==> src/rtl/sw_pkg.sv <==
// Shared encodings for the stopwatch control unit: FSM state codes and
// button bit positions within PSW.
package sw_pkg;

  localparam logic [1:0] ST_IDLE = 2'b00;
  localparam logic [1:0] ST_RUN  = 2'b01;
  localparam logic [1:0] ST_STOP = 2'b10;
  localparam logic [1:0] ST_LAP  = 2'b11;

  localparam int BTN_START = 3;
  localparam int BTN_STOP  = 2;
  localparam int BTN_CLR   = 1;
  localparam int BTN_LAP   = 0;

  // The count advances in both RUN and LAP; LAP only freezes the display.
  function automatic logic is_active(input logic [1:0] st);
    return (st == ST_RUN) || (st == ST_LAP);
  endfunction

endpackage

==> src/rtl/sw_debounce.sv <==
// One push button: 2-FF synchroniser, stable-level debounce counter and a
// single-cycle pulse on each accepted press (debounced 0->1).
module sw_debounce #(
  parameter int DEBOUNCE_CYC = 20
) (
  input  logic clk_i,
  input  logic rst_ni,
  input  logic btn_i,
  output logic press_o
);

  localparam int CW = $clog2(DEBOUNCE_CYC + 1);

  logic          sync1_q;
  logic          sync2_q;
  logic          level_q;
  logic          level_d;
  logic          level_dly_q;
  logic          press_q;
  logic [CW-1:0] cnt_q;
  logic [CW-1:0] cnt_d;

  // Count consecutive mismatch cycles; any agreeing cycle restarts from zero.
  always_comb begin
    cnt_d   = '0;
    level_d = level_q;
    if (sync2_q != level_q) begin
      if (cnt_q == CW'(DEBOUNCE_CYC - 1)) begin
        level_d = sync2_q;
      end else begin
        cnt_d = cnt_q + 1'b1;
      end
    end
  end

  always_ff @(posedge clk_i or negedge rst_ni) begin
    if (!rst_ni) begin
      sync1_q     <= 1'b0;
      sync2_q     <= 1'b0;
      level_q     <= 1'b0;
      level_dly_q <= 1'b0;
      press_q     <= 1'b0;
      cnt_q       <= '0;
    end else begin
      sync1_q     <= btn_i;
      sync2_q     <= sync1_q;
      level_q     <= level_d;
      level_dly_q <= level_q;
      press_q     <= level_q & ~level_dly_q;
      cnt_q       <= cnt_d;
    end
  end

  assign press_o = press_q;

endmodule

==> src/rtl/sw_ctrl.sv <==
// Stopwatch control unit: debounced buttons drive the IDLE/RUN/STOP/LAP FSM,
// which gates the 100 Hz prescaler and emits clear, lap and display controls.
module sw_ctrl
  import sw_pkg::*;
#(
  parameter int DEBOUNCE_CYC = 20,
  parameter int TICK_DIV     = 10,
  parameter int STOP_ON_WRAP = 1
) (
  input  logic       CLK,
  input  logic       RSTn,
  input  logic [3:0] PSW,
  input  logic       wrap_in,
  output logic       tick_en,
  output logic       cnt_clr,
  output logic       lap_latch,
  output logic       disp_lap,
  output logic [1:0] state,
  output logic [7:0] LED
);

  localparam int PW = $clog2(TICK_DIV + 1);
  localparam logic WRAP_STOPS = (STOP_ON_WRAP != 0);

  logic [3:0]    press;
  logic [1:0]    state_q;
  logic [1:0]    state_d;
  logic [PW-1:0] presc_q;
  logic [PW-1:0] presc_d;
  logic          cnt_clr_q;
  logic          cnt_clr_d;
  logic          lap_latch_q;
  logic          lap_latch_d;
  logic          disp_lap_q;
  logic          sticky_q;
  logic          sticky_d;
  logic [7:0]    led_q;
  logic          wrap_hit;

  for (genvar gi = 0; gi < 4; gi++) begin : g_btn
    sw_debounce #(
      .DEBOUNCE_CYC(DEBOUNCE_CYC)
    ) u_debounce (
      .clk_i  (CLK),
      .rst_ni (RSTn),
      .btn_i  (PSW[gi]),
      .press_o(press[gi])
    );
  end

  assign tick_en  = is_active(state_q) && (presc_q == PW'(TICK_DIV - 1));
  assign wrap_hit = wrap_in && tick_en;

  // Each branch tests presses in clear > stop > lap > start order, skipping
  // presses that mean nothing in the current state; wrap pre-empts buttons.
  always_comb begin
    state_d     = state_q;
    cnt_clr_d   = 1'b0;
    lap_latch_d = 1'b0;
    case (state_q)
      ST_IDLE: begin
        if (press[BTN_CLR]) begin
          cnt_clr_d = 1'b1;
        end else if (press[BTN_START]) begin
          state_d = ST_RUN;
        end
      end
      ST_RUN: begin
        if (wrap_hit && WRAP_STOPS) begin
          state_d = ST_STOP;
        end else if (press[BTN_STOP]) begin
          state_d = ST_STOP;
        end else if (press[BTN_LAP]) begin
          state_d     = ST_LAP;
          lap_latch_d = 1'b1;
        end
      end
      ST_LAP: begin
        if (wrap_hit && WRAP_STOPS) begin
          state_d = ST_STOP;
        end else if (press[BTN_STOP]) begin
          state_d = ST_STOP;
        end else if (press[BTN_LAP]) begin
          state_d = ST_RUN;
        end
      end
      ST_STOP: begin
        if (press[BTN_CLR]) begin
          state_d   = ST_IDLE;
          cnt_clr_d = 1'b1;
        end else if (press[BTN_START]) begin
          state_d = ST_RUN;
        end
      end
      default: state_d = ST_IDLE;
    endcase
  end

  // STOP holds the prescaler so a resume keeps the sub-tick phase.
  always_comb begin
    presc_d = presc_q;
    if (is_active(state_q)) begin
      presc_d = (presc_q == PW'(TICK_DIV - 1)) ? '0 : presc_q + 1'b1;
    end else if (state_q == ST_IDLE) begin
      presc_d = '0;
    end
  end

  assign sticky_d = cnt_clr_d ? 1'b0 : (sticky_q | wrap_hit);

  always_ff @(posedge CLK or negedge RSTn) begin
    if (!RSTn) begin
      state_q     <= ST_IDLE;
      presc_q     <= '0;
      cnt_clr_q   <= 1'b0;
      lap_latch_q <= 1'b0;
      disp_lap_q  <= 1'b0;
      sticky_q    <= 1'b0;
      led_q       <= '0;
    end else begin
      state_q     <= state_d;
      presc_q     <= presc_d;
      cnt_clr_q   <= cnt_clr_d;
      lap_latch_q <= lap_latch_d;
      disp_lap_q  <= (state_d == ST_LAP);
      sticky_q    <= sticky_d;
      led_q       <= {4'b0000, sticky_d, (state_d == ST_STOP),
                      (state_d == ST_LAP), is_active(state_d)};
    end
  end

  assign state     = state_q;
  assign cnt_clr   = cnt_clr_q;
  assign lap_latch = lap_latch_q;
  assign disp_lap  = disp_lap_q;
  assign LED       = led_q;

endmodule

==> config.mk <==
export PLATFORM = sky130hd
export DESIGN_NAME = sw_ctrl
export DESIGN_NICKNAME = d
export VERILOG_FILES = /design/src/rtl/sw_pkg.sv /design/src/rtl/sw_debounce.sv /design/src/rtl/sw_ctrl.sv
export SDC_FILE = /design/constraint.sdc
export NUM_CORES = 1
export LEC_CHECK = 0
export ABC_CLOCK_PERIOD_IN_PS = 1310
export CELL_PAD_IN_SITES_DETAIL_PLACEMENT = 2
export CELL_PAD_IN_SITES_GLOBAL_PLACEMENT = 2
export CORE_UTILIZATION = 34
export CTS_CLUSTER_SIZE = 25
export DETAILED_ROUTE_END_ITERATION = 10
export PLACE_DENSITY_LB_ADDON = 0.1
export SETUP_SLACK_MARGIN = 0.4
export SKIP_LAST_GASP = 1
export SYNTH_ARGS = -nofsm -noshare
export SYNTH_HDL_FRONTEND = slang
export SYNTH_SLANG_ARGS = --single-unit
==> constraint.sdc <==
create_clock -name CLK -period 1.31 [get_ports CLK]
set_input_delay 0.1965 -clock CLK [delete_from_list [all_inputs] [get_ports CLK]]
set_output_delay 0.1965 -clock CLK [all_outputs]
set_load 0.005 [all_outputs]
Word level (Yosys, flattened, before mapping)
Cells that the tools add are included.
Storage, ports and cells
  bits of input ports: 7
  register bits: 54
Operators by class
  reductions and logical operators: 11
  equal/unequal tests: 15
  muxes and demuxes: 28
  bitwise logic cells: 9
  $add $sub $neg: 5
Operator list (number)
  5-bit 2-to-1 mux: 8
  5-bit by 1-bit adder with 5-bit output, second input constant: 4
  5-bit == test, second input constant: 4
  2-bit 2-to-1 mux: 9
  4-bit 2-to-1 mux: 3
  2-bit == test, second input constant: 4
  2-bit case mux with 4 select lines: 1
  2-bit AND reduction: 4
  1-bit 2-to-1 mux: 7
  4-bit by 1-bit adder with 4-bit output, second input constant: 1
  1-bit AND: 4
  2-bit by 1-bit == test with 1-bit output, second input constant: 2
  4-bit == test, second input constant: 1
  1-bit inequality test: 4
  1-bit NOT: 4
  1-bit logical AND: 2
  2-bit logical NOT: 1
  1-bit logical OR: 2
  2-bit nonzero test: 1
  2-bit OR reduction: 1
  1-bit bitwise OR: 1

Longest topological paths before layout
Gate-level depths: netlist of run 1.
  depth after elaboration: 8
  mapped depth: 5

Hierarchy
Synthesis of run 1 repeated with hierarchy kept, for this count alone.
Unflattened totals
  cells, all modules: 167
  area total of the unflattened synthesis: 2110.8 µm²
By module, submodules not included
  sw_debounce: area an instance 375.4 µm², times used 4, cells each 27
  sw_ctrl: area an instance 609.3 µm², times used 1, cells each 59

Worst setup path before layout of run 1
OpenSTA, ideal clock, no wires.
  path type: flip-flop to flip-flop
  start point: register g_btn[0].u_debounce.cnt_q[0]
  end point: register g_btn[0].u_debounce.level_q
  arrival time: 1.097 ns
  slack: 0.088 ns
  required time: 1.185 ns
  library setup time: 0.125 ns
  period minus slack after synthesis: 1.222 ns
  stages on the path, launching flop included: 5
  path through: dfrtp_1 > ha_1 > nand2_1 > nor3_1 > mux2_2
On the way
  cells in the longest elaborated chain, start to end: 2
Ends and longest elaborated chain
  start: declaration: RTL line sw_debounce.sv:20  | logic [CW-1:0] cnt_q;
  start signal: assignment: RTL line sw_debounce.sv:50  | cnt_q <= cnt_d;
  5-bit == test: RTL line sw_debounce.sv:28  | if (cnt_q == CW'(DEBOUNCE_CYC - 1)) begin
  2-bit AND reduction (no line)
  end signal: assignment: RTL line sw_debounce.sv:47  | level_q <= level_d;
  end: declaration: RTL line sw_debounce.sv:16  | logic level_q;
Every way passes these cells.
A chain may end at the register's enable or synchronous reset.

Worst setup path after layout of run 1
  start point: register presc_q[1]
  end point: output port tick_en
On the way
  cells in the longest elaborated chain, start to end: 2
Ends and longest elaborated chain
  start: declaration: RTL line sw_ctrl.sv:28  | logic [PW-1:0] presc_q;
  start signal: assignment: RTL line sw_ctrl.sv:122  | presc_q <= presc_d;
  4-bit == test: RTL line sw_ctrl.sv:51  | assign tick_en = is_active(state_q) && (presc_q == PW'(TICK_DIV - 1));
  1-bit logical AND: RTL line sw_ctrl.sv:51
  end: declaration: RTL line sw_ctrl.sv:14  | output logic tick_en,
Every way passes these cells.

==> metrics, run 1 <==
violated checks setup timing; Fmax between 600 and 700 MHz; routability cong. 0.777; Port Buf Inserts 16; Worst Reg-to-Reg Cells 6; num ports 21; fin nets 239; final setup fails 10; Clock Skews 0.00472 ns; Post-synth EDFFs 0; RSZ-0062 raised after global routing yes; Num Clock Sinks 52; gr ovfl total 0; pin count of the biggest net entering global routing 53; Initial Util a little over a third; share of cells above drive strength 1 48.9%; DR iter-0 viols between 60 and 70; post-synth cell types 31; DR DRC count 0; core area between 5000 and 6000 µm²; most frequent cells after synthesis 52 x dfrtp_1, 20 x nor2_1, 11 x nand2_1, 11 x nand3_1, 11 x xor2_1; P_leak 1.42 nW; Required @ worst endpoint 1.11 ns; final hold slack ~0.32 ns; total number of vias between 1,000 and 1,500; dominant cells by area after synthesis dfrtp_1 63%, xor2_1 4.7%, ha_1 3.6%, nor2_1 3.6%, nand3_1 2.7%; first-pass GRT wire length 7860 µm; PnR Total Power 2.88 mW; final wirelength 5250 µm; # diodes 0; Area growth, synth to finish 45.8%; vias per cell 4.71; Synth area leader dfrtp_1; Root Driver clkbuf_8; area share of the largest cell type after synthesis between 60% and 70%; final worst path period need 1.44 ns; synth warn 0; Pre-Repair DR Iteration Count 2; Synth Flop Type dfrtp_1; die width 80.0 µm; Post-Synthesis Mean Instance Area 12.3 µm²; Worst IR Drop VDD 509 µV; Gate Count Post-Synth 169; antenna violations before repair 0; CP endpoint kind output pin; Cell Area, Synth 2070 µm²; share of synthesized registers carrying an async set or reset 100%; WP data arrival around 1.2 ns; DP Wirelength between 2000 and 3000 µm; Rows 28; CTS buffer count 5; number of global-route vias before repair 1,572; CP Class register to output pin; die height 80.0 µm; Critical Path Start Type register; Final Cycle Share 110%; Final WS setup -0.130 ns; gr usage total 16.3%; Avg WL per Cell 17.4 µm; Power Density roughly 950 nW/µm²; count of final max-slew check failures 0; Hold Fails Final Rpt 0; Clock Path Buffers 2; worst hold-check path type input port to register; Layout fillers between 500 and 600; post-synthesis sequential area ratio 62.8%; CTS tree yes; Clock Pin Slew Worst Setup and Hold Paths roughly 0.1 ns; Final ANT Viol Nets 0; most frequent cell after synthesis dfrtp_1; status finished with violations; die area 6410 µm²; number of synthesized register bits 52; H-tree Lvls 2; worst hold stages 1; Max Cap Viol 0; worst-skew pair later-pin latency approximately 0.3 ns; CP max FO 2
## state kept, by name, indices dropped and copies added, names as in the netlist
register                      cells
LED                               4
cnt_clr                           1
g_btn.u_debounce.cnt_q           20
g_btn.u_debounce.level_dly_q      4
g_btn.u_debounce.level_q          4
g_btn.u_debounce.press_o          4
g_btn.u_debounce.sync1_q          4
g_btn.u_debounce.sync2_q          4
lap_latch                         1
presc_q                           4
state                             2
## placed cells by master (no fill, tap or decap), types with 3 or more instances in the layout
cell             netlist  routed
buf_4                  6      24
nand3_2                0       5
nor3_4                 0       3
xor2_2                 0       6
nor2b_1                8       6
nand2_4                0       4
ha_4                   0       5
xor2_1                11       5
clkbuf_8               0       5
nor2_4                 1       4
xnor2_1                5       4
dfrtp_1               52      49
conb_1                 1       4
mux2_4                 0       4
o31ai_4                0       3
nor2_1                20      11
buf_2                  1      10
inv_1                  5       4
nor2_2                 0       6
buf_6                  0      13
nand2_1               11       6
nand3_1               11       6
clkdlybuf4s50_1        0       5
dfrtp_2                0       3
## critical path, cell delays in order (launching register included)
cell and delay, ns:
dfrtp_1 0.41, inv_2 0.08, ha_4 0.13, nand3b_1 0.12
nor2_1 0.10, buf_2 0.11
## metal layers
metal	share of wire [%]	wire length (µm)	vias up	global-route usage (%)
li1	-	-	664	-
met1	42	2190	730	19.6
met2	55	2880	22	29.8
met3	2.8	148	5	3.09
met4	0.69	36	0	3.75
met5	0	0	-	0
## path summary, 6_finish.rpt
path	from	to	slack, ns
worst max-delay path	presc_q[1]	tick_en	-0.13
worst min-delay path	PSW[3]	g_btn[3].u_debounce.sync1_q	0.32
worst max register to register	presc_q[0]	state[1]	-0.11
worst min register to register	g_btn[1].u_debounce.sync1_q	g_btn[1].u_debounce.sync2_q	0.36
max in group asynchronous	RSTn	state[1]	0.65
min in group asynchronous	RSTn	presc_q[3]	0.41
## stage by stage
step | utilization (%) | std cells | cell area, µm² | TNS, ns | setup slack (ns)
2_1_floorplan | - | 172 | 2150 | 0 | 0.132
3_3_place_gp | 41.4 | 266 | 2430 | -0.145 | -0.145
3_5_place_dp | 41.4 | 266 | 2430 | -0.350 | -0.200
4_1_cts | 47.5 | 293 | 2800 | -0.406 | -0.150
5_1_grt | 51.3 | 302 | 3020 | -1.39 | -0.185
6_report | 51.3 | 302 | 3020 | -0.887 | -0.130
## repair_timing
| action | 4_1_cts | 5_1_grt |
|---|---|---|
| cloned | 0 | 0 |
| setup buffers | 18 | 9 |
| endpoints found under the hold margin | 52 | 0 |
| gates resized for setup | 77 | 33 |
| hold buffers | 1 | 0 |
| pin swaps | 24 | 16 |
| endpoints found under the setup margin | 45 | 46 |
## layout make-up
type / count / area (µm²) / share of cell area [%]
clock buffer: 5 / 68.8 / 2.28
multi-input combinational: 108 / 1060 / 35.0
timing repair buffer: 54 / 457 / 15.1
sequential: 52 / 1310 / 43.2
inverter: 5 / 18.8 / 0.622
tap: 75 / 93.8 / 3.11
clock inverter: 3 / 18.8 / 0.622
## kinds of logic after synthesis
group           share of synthesized area (%)
flops                                    62.8
xor+xnor                                 6.77
buf+inv                                  3.32
simple gates                             15.8
fa+ha+maj                                3.63
compound gates                           5.26
other cells                             0.181
mux                                      2.18
## report_power, final
group | switching, mW | total [mW] | internal [mW]
Sequential | 0.0564 | 1.71 | 1.65
Combinational | 0.122 | 0.264 | 0.142
Clock | 0.538 | 0.911 | 0.374
Power figures use the tool's default switching activity.
==> run 2, diff against run 1 <==
--- a/config.mk
+++ b/config.mk
@@ -12,7 +12,6 @@
 export CTS_CLUSTER_SIZE = 25
 export DETAILED_ROUTE_END_ITERATION = 10
 export PLACE_DENSITY_LB_ADDON = 0.1
-export SETUP_SLACK_MARGIN = 0.4
 export SKIP_LAST_GASP = 1
 export SYNTH_ARGS = -nofsm -noshare
 export SYNTH_HDL_FRONTEND = slang
==> run 2 against run 1 <==
  * The flow still finishes with violations (setup timing)
  * Die area did not move
  * Worst hold slack improved by 0.0072 ns
  * Total power fell by 3.6%
  * Setup slack improved by 0.036 ns
  * Clock skew fell by 0.0015 ns
  * Global-route usage fell by 2.6 points
  * Sequential power barely moved
  * Design area fell by 10%
  * Non-clock buffer count fell by 12
  * First-iteration DRC count fell by 71%
  * Utilization fell by 5.4 points
  * Sequential share of layout area rose by 4.9 points
==> metrics, run 2 (same netlist as run 1, synthesis figures left out) <==
Final ANT Viol Nets 0 (unchanged); internal power 2.12 mW (-2.0%); DR DRC count 0 (unchanged); CTS buffer count 5 (unchanged); antenna violations before repair 0 (unchanged); Critical Path Start Type register; Storage cell area 1300 µm² (-0.29%); Clock Pin Slew Worst Setup and Hold Paths 0.09 ns (about the same); routability cong. 0.741 (-4.7%); highest-count cells in the layout ignoring fill and taps 52 x dfrtp_1, 21 x buf_4, 19 x nor2_1; r2r setup slk -0.06 ns (+0.05 ns); Setup crit start presc_q[1]; Root Driver clkbuf_8; final worst path period need 1.40 ns (-0.0360 ns); Clock Skews 0.00324 ns (-0.00148 ns); commonest non-fill, non-tap cell in the layout dfrtp_1; Layout fillers 615 (+6.6%); Max Cap Viol 0 (unchanged); DP Wirelength 2910 µm (+1.7%); vias per cell 4.65 (-1.1%); Worst IR Drop VDD 492 µV (-3.4%); final hold slack 0.327 ns (+0.00721 ns); final wirelength 3910 µm (-26%); violated checks setup timing; H-tree Lvls 2 (unchanged); Worst Reg-to-Reg Cells 7 (+1); share of cells above drive strength 1 27.9% (-21 points); count of final max-slew check failures 0 (unchanged); Reg with most FFs g_btn.u_debounce.cnt_q; Fmax 712 MHz (+2.6%); Sw Ratio 23.6% (-1.3 points); WP data arrival 1.21 ns (-0.03 ns); DR iter-0 viols 19 (-71%); Pre-Repair DR Iteration Count 4 (+2); # diodes 0 (unchanged); max reg flops 20 (unchanged); die height 80.0 µm (unchanged); P_leak 1.33 nW (-6.8%); Hold Fails Final Rpt 0 (unchanged); Seq pwr share 60.8% (+1.6 points); first-pass GRT wire length 6620 µm (-16%); RR Startpoint presc_q[1]; Combinational Power Share 6.6% (-2.6 points); CP endpoint tick_en; area of the multi-input gates 830 µm² (-22%); core area 5890 µm² (unchanged); CP Class register to output pin; Initial Util 35.2% (unchanged); Avg WL per Cell 13.5 µm (-22%); gr usage total 13.7% (-2.6 points); die area 6410 µm² (unchanged); Clk pwr share 32.6% (+1.0 points); Num Clock Sinks 52 (unchanged); CP endpoint kind output pin; switching pwr 0.655 mW (-8.5%); pre-CTS WS -0.198 ns (+0.00234 ns); Area growth, synth to finish 30.5%; CTS tree yes; num ports 21 (unchanged); number of global-route vias before repair 1,443 (-8.2%); Rows 28 (unchanged); total number of vias 1,349 (-5.1%); die width 80.0 µm (unchanged); Final WS setup -0.0941 ns (+0.0360 ns); Port Buf Inserts 16 (unchanged); final setup fails 8 (-2); CP max FO 2 (unchanged); pin count of the biggest net entering global routing 20 (-62%); status finished with violations; Clock Path Buffers 2 (unchanged); RSZ-0062 raised after global routing yes; worst hold-check path type input port to register; fin nets 227 (-5.0%); reg2reg end LED[0]; Final Cycle Share 107% (-2.7 points); Power Density 1030 nW/µm² (+7.7%); Required @ worst endpoint 1.11 ns (about the same); gr ovfl total 0 (unchanged); worst-skew pair later-pin latency 0.30 ns (about the same); setup_tns -0.366 ns (+0.521 ns)
-- run 2: cell count changes in the layout (fill, tap and decap cells not counted), sizes merged --
cell,previous run,this run
inv,5,6
dlygate4sd2,0,9
clkinv,3,1
buf,48,27
clkinvlp,0,1
-- run 2: worst min path at each step --
stage,start,to,slack (ns),cells past startpoint
floorplan,RSTn,LED[0],-0.1,0
finish,PSW[2],g_btn[2].u_debounce.sync1_q,0.33,1
global placement,RSTn,presc_q[3],0.17,1
CTS,PSW[2],g_btn[2].u_debounce.sync1_q,0.31,1
global route,PSW[2],g_btn[2].u_debounce.sync1_q,0.32,1
detailed placement,RSTn,presc_q[3],0.19,1
-- run 2: routing by layer --
layer	up-vias	part of all wire (%)	track usage, %
li1	645	-	-
met1	681	42	16.3
met2	19	54	24.0
met4	0	0.74	4.82
met3	4	3.3	3.43
met5	-	0	0
-- run 2: power groups by stage --
| stage | clock network (mW) | logic [mW] | registers, mW |
|---|---|---|---|
| global route | 1.01 | 0.216 | 1.70 |
| finish | 0.905 | 0.183 | 1.69 |
| floorplan | 0 | 0.0734 | 1.71 |
| detailed placement | 0 | 0.158 | 1.72 |
| CTS | 0.966 | 0.166 | 1.68 |
| global placement | 0 | 0.147 | 1.71 |
-- run 2: layout make-up --
| type | instances | share of cell area (%) |
|---|---|---|
| clock buffers | 5 | 2.55 |
| clock inverters | 3 | 0.787 |
| inverters | 5 | 0.694 |
| multi-input cells | 108 | 30.7 |
| flip-flops and latches | 52 | 48.1 |
| well taps | 75 | 3.47 |
| repair buffers | 42 | 13.7 |
-- run 2: worst max-delay path, stage by stage, from the launching register on --
cell	delay, ns
dfrtp_1	0.40
inv_2	0.07
ha_4	0.12
nand3b_1	0.09
nor2_1	0.11
buf_2	0.12
-- run 2: stage by stage --
step / power (mW) / instance area, µm² / utilization [%] / instances
after detailed placement: 1.87 / 2410 / 41.0 / 270
after global placement: 1.86 / 2410 / 41.0 / 270
final: 2.78 / 2700 / 45.9 / 290
after global routing: 2.93 / 2700 / 45.9 / 290
after floorplan: 1.78 / 2080 / - / 172
after CTS: 2.82 / 2550 / 43.3 / 284
-- run 2: timing repair --
| action | in CTS | in global routing |
|---|---|---|
| endpoints found under the setup margin | 19 | 27 |
| setup buffers | 5 | 6 |
| resized for setup | 18 | 24 |
| hold buffers | 1 | 0 |
| hold endpoints to repair | 16 | 0 |
| pin swaps | 4 | 12 |
==> patch (settings of run 2) <==
Change the parameter `TICK_DIV` from 10 to 20.
--- a/src/rtl/sw_ctrl.sv
+++ b/src/rtl/sw_ctrl.sv
@@ -6,3 +6,3 @@
   parameter int DEBOUNCE_CYC = 20,
-  parameter int TICK_DIV     = 10,
+  parameter int TICK_DIV     = 20,
   parameter int STOP_ON_WRAP = 1
Behaviour: same outputs for any inputs over 10 cycles, from zero or initial values and one cycle with RSTn low; that may be too few to reach the edited logic, so the function may still have changed.
==> patch against run 2 <==
The run still ends with setup timing left; total power rose by 7.2%; largest cell class unchanged; synthesized area rose by 2.5%; wire length rose by 14%; synthesized cell count rose by 1.2%; register-to-register slack got worse by 0.16 ns; largest power group unchanged; setup slack got worse by 0.13 ns; critical path type is now reg -> reg; via count rose by 3.9%; design area rose by 2.0%; sequential cell count rose by 1.
==> patch: results (changes against run 2) <==
Register area: 1330 um^2 (+1.9%)
Resize count post-CTS: 22 (+4)
Clk sinks: 53 (+1.9%)
Total CTS buffers: 5 (unchanged)
R2R depth: 6 (-1)
Comb pwr: 174 uW (-5%)
Non-clock buffer share: 13.6% (-0.085 points)
Fill cells: 601 (-2.3%)
Critical Path End: lap_latch
Avg WL per Cell: 15.3 um (+13%)
Share of cells above drive strength 1: 27.6% (-0.26 points)
First-pass GRT wire length: 7.16 mm (+8.1%)
Combined area of the multi-input logic cells: 847 um^2 (+2.1%)
Switching Power: 647 uW (-1.3%)
Deepest clock path buffer count: 2 (unchanged)
Worst Hold End: g_btn[3].u_debounce.sync1_q
Clock Skews: 0.00782 ns (+0.00458 ns)
Largest net degree at the start of global routing: 54 (+170%)
DRT iter0 DRCs: 28 (+9)
Synth unique cells: 33 (+6.5%)
Clock power frac: 36.6% (+4.0 points)
Non-clock buffer count: 44 (+4.8%)
Register area share after synthesis: 62.5% (-0.38 points)
Post-Route Utilization: 46.3% (+0.36 points)
Worst vdd ir: 0.000688 V (+40%)
Clock Latency Late Sink: 0.30 ns (about the same)
Fin cells: 292 (+0.69%)
Post-DP HPWL: 2.94 mm (+1.0%)
Total power: 2.98 mW (+7.2%)
Violated checks: setup timing
Hold Crit Class: in -> reg
LEAKAGE: 1.34 nW (+0.71%)
Setup WS post-layout: -0.220 ns (-0.126 ns)
Ranking of synthesized cells by area: dfrtp_1 62%, xor2_1 4.9%, nor2_1 3.4%
Gpl congestion: 0.742 (about the same)
Hold Crit Start: PSW[3]
Worst Setup SP: presc_q[0]
Via count: 1,401 (+3.9%)
Layout Nets: 229 (+0.88%)
Fin Setup TNS: -1.68 ns (-1.31 ns)
Multi-input gates: 111 (+2.8%)
Outcome: finished with violations
Syn_area_per_cell: 12.4 um^2 (+1.3%)
Count of non-CTS inverters in the layout: 2 (-3)
Commonest cells post-synth: 53 x dfrtp_1, 19 x nor2_1, 12 x xor2_1
Vias in the first global route: 1,555 (+7.8%)
Setup crit end kind: register
ClkCell Share: 3.90% (+0.57 points)
Placed insts: 273 (+1.1%)
Final setup viols: 10 (+2)
Rows: 28 (unchanged)
Worst endpoint data arrival time: 1.77 ns (+0.56 ns)
GRT Total Usage: 14.6% (+0.86 points)
Cell Area, Placed: 2460 um^2 (+2.2%)
Worst Path Max Fanout: 6 (+4)
Fin Hold WS: 0.331 ns (+0.00428 ns)
Biggest regs: g_btn.u_debounce.cnt_q (20), presc_q (5)
Place WS: -0.291 ns (-0.0929 ns)
## patch: cell families (layout without fill, tap and decap cells)
kind of cell / Yosys count / count (layout) / share of synthesized area [%]
flops: 53 / 53 / 62.5
fa+ha+maj: 5 / 5 / 2.95
buf+inv: 10 / 53 / 2.89
other cells: 1 / 4 / 0.177
mux: 4 / 4 / 2.12
xor+xnor: 19 / 19 / 7.84
simple gates: 61 / 61 / 15.1
compound gates: 18 / 18 / 6.48
## patch: critical path, stage by stage, from the launching register on
cell	delay, ns
dfrtp_1	0.40
ha_2	0.19
and4bb_4	0.20
buf_4	0.13
buf_6	0.12
a31oi_4	0.21
and4b_1	0.22
## patch: layer usage
metal | GRT usage (%) | vias up | routed length [um]
met2 | 26.7 | 22 | 2490
met1 | 16.0 | 721 | 1820
met5 | 0 | - | 0
met4 | 5.36 | 0 | 39
met3 | 3.93 | 4 | 102
li1 | - | 654 | -
